`src/rtl/demux_1x3_buf.sv`:
```
// demux_1x3_buf: routes one input stream into three independent FIFOs; select 11 discards.
// Optional macro DEMUX_DROP_CNT_EN adds a saturating drop_cnt output.
module demux_1x3_buf #(
  parameter int WIDTH = 32,
  parameter int DEPTH = 2
) (
  input  logic             clk,
  input  logic             rst_n,
  input  logic [WIDTH-1:0] in_data,
  input  logic [1:0]       select,
  input  logic             in_valid,
  output logic             in_ready,
  output logic [WIDTH-1:0] out1_data,
  output logic             out1_valid,
  input  logic             out1_ready,
  output logic [WIDTH-1:0] out2_data,
  output logic             out2_valid,
  input  logic             out2_ready,
`ifdef DEMUX_DROP_CNT_EN
  output logic [15:0]      drop_cnt,
`endif
  output logic [WIDTH-1:0] out3_data,
  output logic             out3_valid,
  input  logic             out3_ready
);
  localparam int AW = $clog2(DEPTH);
  logic [3:0] full;
  logic [2:0] vld, rdy;
  logic [WIDTH-1:0] head [3];
  logic acc;
  // full[3] stands for the discard path, which can always accept
  assign full[3] = 1'b0;
  assign in_ready = rst_n & ~full[select];
  assign acc = in_valid & in_ready;
  assign rdy = {out3_ready, out2_ready, out1_ready};
  assign out1_data = head[0];
  assign out2_data = head[1];
  assign out3_data = head[2];
  assign out1_valid = vld[0];
  assign out2_valid = vld[1];
  assign out3_valid = vld[2];
  for (genvar i = 0; i < 3; i++) begin : g_fifo
    logic [WIDTH-1:0] mem [DEPTH];
    logic [AW-1:0] wptr, rptr;
    logic [AW:0] cnt;
    logic push, pop;
    assign push = acc & (select == 2'(i));
    assign pop = vld[i] & rdy[i];
    assign vld[i] = cnt != '0;
    assign full[i] = cnt == (AW+1)'(DEPTH);
    assign head[i] = vld[i] ? mem[rptr] : '0;
    always_ff @(posedge clk or negedge rst_n)
      if (!rst_n) begin
        wptr <= '0;
        rptr <= '0;
        cnt <= '0;
      end else begin
        if (push) wptr <= wptr + 1'b1;
        if (pop) rptr <= rptr + 1'b1;
        cnt <= cnt + (AW+1)'(push) - (AW+1)'(pop);
      end
    always_ff @(posedge clk)
      if (push) mem[wptr] <= in_data;
  end
`ifdef DEMUX_DROP_CNT_EN
  always_ff @(posedge clk or negedge rst_n)
    if (!rst_n) drop_cnt <= '0;
    else if (acc && select == 2'b11 && drop_cnt != 16'hFFFF) drop_cnt <= drop_cnt + 1'b1;
`endif
endmodule

```
`config.mk`:
```
export PLATFORM = sky130hd
export DESIGN_NAME = demux_1x3_buf
export DESIGN_NICKNAME = d
export VERILOG_FILES = /design/src/rtl/demux_1x3_buf.sv
export SDC_FILE = /design/constraint.sdc
export NUM_CORES = 1
export LEC_CHECK = 0
export ABC_AREA = 1
export CAP_MARGIN = 20
export CORE_MARGIN = 2
export CORE_UTILIZATION = 50
export CTS_BUF_LIST = sky130_fd_sc_hd__clkbuf_2
export DETAILED_ROUTE_END_ITERATION = 12
export HOLD_SLACK_MARGIN = 0.05
export PLACE_DENSITY = 0.76
export SYNTH_ARGS = -nofsm -noshare
export SYNTH_HDL_FRONTEND = slang
export SYNTH_SLANG_ARGS = --single-unit
export TNS_END_PERCENT = 50
```
`constraint.sdc`:
```
create_clock -name clk -period 4.8 [get_ports clk]
set_input_delay 0.72 -clock clk [delete_from_list [all_inputs] [get_ports clk]]
set_output_delay 0.72 -clock clk [all_outputs]
set_load 0.03 [all_outputs]
```
==> flow_metrics.env <==
export IMPL_drive_gt1_share_pct=13.67
export IMPL_ctsHtreeMaxLevel=2
export IMPL_ir_drop_mv=0.4596
export IMPL_rrSetupSlack_ns=2.38
export IMPL_dieWidth_um=129.2
export IMPL_p_leak_nw=3.610
export IMPL_grt_overflow=0
export IMPL_r2r_cells=8
export IMPL_vias_per_cell=5.110
export IMPL_tns_ns=0
export IMPL_yosysWarningCount=0
export IMPL_cp_max_fo=34
export IMPL_via_count=5120
export IMPL_setup_viol=0
export IMPL_post_drt_wl_per_cell_um=17.84
export IMPL_fin_ws_ns=1.093
export IMPL_grt_total_usage_pct=22.03
export IMPL_ant_nets=0
export IMPL_tritoncts_num_buffers=48
export IMPL_critPathTopFamily="buffers and inverters"
export IMPL_area_growth_pct=25.56
export IMPL_powerDensity_nw_per_um2=625.7
export IMPL_cp_required_ns=4.08
export IMPL_dp_hpwl_mm=11.42
export IMPL_die_area_um2=16690
export IMPL_clk_latency_ns=0.71
export IMPL_synth_cell_type_count=16
export IMPL_pre_cts_ws_ns=1.288
export IMPL_timing_rr_start="g_fifo[1].cnt[1]$_DFF_PN0_"
export IMPL_crit_cells=5
export IMPL_cts_sink_count=204
export IMPL_root_buffer="clkbuf_2"
export IMPL_cp_slowest_stage_delay_ns=0.72
export IMPL_globalplace_congestion=0.7999
export IMPL_arrival_ns=2.99
export IMPL_cp_slowest_cell="clkdlybuf4s50_1"
export IMPL_syn_nets=639
export IMPL_crit_chain="buf_4 > inv_2 > nand2_1 > a21oi_1 > clkdlybuf4s50_1"
export IMPL_fin_nets=804
export IMPL_worst_r2r_endpoint="g_fifo[0].mem[0][0]$_DFFE_PP_"
export IMPL_first_pass_iters=5
export IMPL_place_area_um2=9432
export IMPL_ys_seq_elements=204
export IMPL_min_delay_path_class="input port to asynchronous set/reset pin"
export IMPL_fill_cells=1153
export IMPL_drtIter0Drc=407
export IMPL_cts_tree="yes"
export IMPL_grt_max_degree=35
export IMPL_antenna_found_initial=1
export IMPL_drc_errors=0
export IMPL_p_total_mw=6.156
export IMPL_slew_headroom_pct=32.44
export IMPL_syn_avg_cell_area_um2=13.21
export IMPL_path_clk_slew_ns=0.11
export IMPL_critPathKind="flop to output pin"
export IMPL_cap_violations=0
export IMPL_fmax_mhz=269.7
export IMPL_crit_start="g_fifo[1].rptr$_DFFE_PN0P_"
export IMPL_io_buffers=139
export IMPL_regArea_um2=6066
export IMPL_wl_mm=17.88
export IMPL_critPathCapture="out2_data[22]"
export IMPL_post_cts_buffers=0
export IMPL_skew_ns=0.01741
export IMPL_post_place_cells=919
export IMPL_syn_area_um2=7836
export IMPL_finalInstanceArea_um2=9839
export IMPL_fin_crit_sh_pct=77.23
export IMPL_clock_path_buffers=3
export IMPL_yosysSeqAreaShare_pct=77.41
export IMPL_multi_input_area_um2=1579
export IMPL_start_kind="flop"
export IMPL_critPathBufInv=3
export IMPL_synthCells=593
export IMPL_outcome="completed"
export IMPL_grt_pass1_wl_mm=27.80
export IMPL_worstMarginPinSlew_ns=1.011
export IMPL_finalHoldViolCount=0
export IMPL_cts_hold_buf=0
export IMPL_rsz0062_at_grt="false"
export IMPL_start_util_pct=51.36
export IMPL_grt_pass1_vias=5242
export IMPL_fp_dieH_um=129.2
export IMPL_cp_end_kind="output pin"
export IMPL_core_area_um2=15260
export IMPL_slew_viol_final=0
export IMPL_cts_resized=0
export IMPL_fp_row_count=45
export IMPL_timing_final_crit_period_ns=3.707
export IMPL_io_pin_count=140
export IMPL_fin_cells=1002
cell type report:
type                    count  area share, %
diodes                      1        0.02543
clock buffers              78          3.967
clock inverters             4         0.1526
inverters                  23         0.8774
multi-input cells         336          16.05
flip-flops and latches    204          61.65
well taps                 211          2.683
repair buffers            145          14.60
placed cells by master, fill, tap and decap left out, types with 9 or more instances in the layout:
master,n
inv_1,14
dfrtp_1,12
clkdlybuf4s50_1,139
nand2_1,201
clkbuf_2,78
a21oi_1,96
edfxtp_1,192
inv_2,9
logic make-up after synthesis:
kind of cell | share of synthesized area, %
buf+inv | 3.018
compound gates | 6.131
xor+xnor | 1.006
fa+ha+maj | 0.9580
flops | 77.41
simple gates | 11.48
worst min path at each step:
stage	endpoint	slack, ns
global route	g_fifo[2].cnt[0]$_DFF_PN0_	0.37
CTS	g_fifo[0].cnt[1]$_DFF_PN0_	0.32
finish	g_fifo[1].rptr$_DFFE_PN0P_	0.37
detailed placement	g_fifo[2].wptr$_DFFE_PN0P_	0.46
floorplan	g_fifo[0].cnt[0]$_DFF_PN0_	0.42
global placement	g_fifo[1].wptr$_DFFE_PN0P_	0.45
metrics by stage:
stage          utilization (%)  hold WS (ns)
3_5_place_dp             61.81        0.4612
4_1_cts                  64.47        0.3231
3_3_place_gp             61.81        0.4549
2_1_floorplan                -        0.4244
6_report                 64.49        0.3747
5_1_grt                  64.49        0.3660
worst reg2reg max path: cells and delay by family (launching register included):
family	cells	cell delay [ns]
buffers and inverters	3	1.19
and+or+nand+nor	5	0.48
DFF	1	0.44
flip-flops by register name (all words and copies together), names as in the netlist:
signal       count
g_fifo.mem     192
g_fifo.cnt       6
g_fifo.wptr      3
g_fifo.rptr      3
power breakdown:
part	switching, mW	leakage [nW]	internal [mW]
Clock	0.618	0.330	0.416
Sequential	0.0570	1.88	2.05
Combinational	1.98	1.40	1.04
synthesized netlist by cell type:
library cell	number	area [um2]
nand2_1	201	754.5
edfxtp_1	192	5766
a21oi_1	96	480.5
buf_2	30	150.1
inv_1	14	52.55
dfrtp_1	12	300.3
nor2_1	12	45.04
inv_2	9	33.78
ha_1	6	75.07
xor2_1	6	52.55
nand3_2	3	30.03
nand4_1	3	18.77
nor2_2	3	18.77
xnor2_1	3	26.28
nand2_2	2	12.51
nor2_8	1	20.02
routing by layer:
layer  track usage, %  vias to the layer above  part of all wire, %
met1            29.43                     2436                   41
li1                 -                     2414                    -
met4            6.394                        0                  1.3
met5                0                        -                    0
met3            5.409                       26                  9.0
met2            36.35                      244                   49
(Power assumes the default switching activity.)
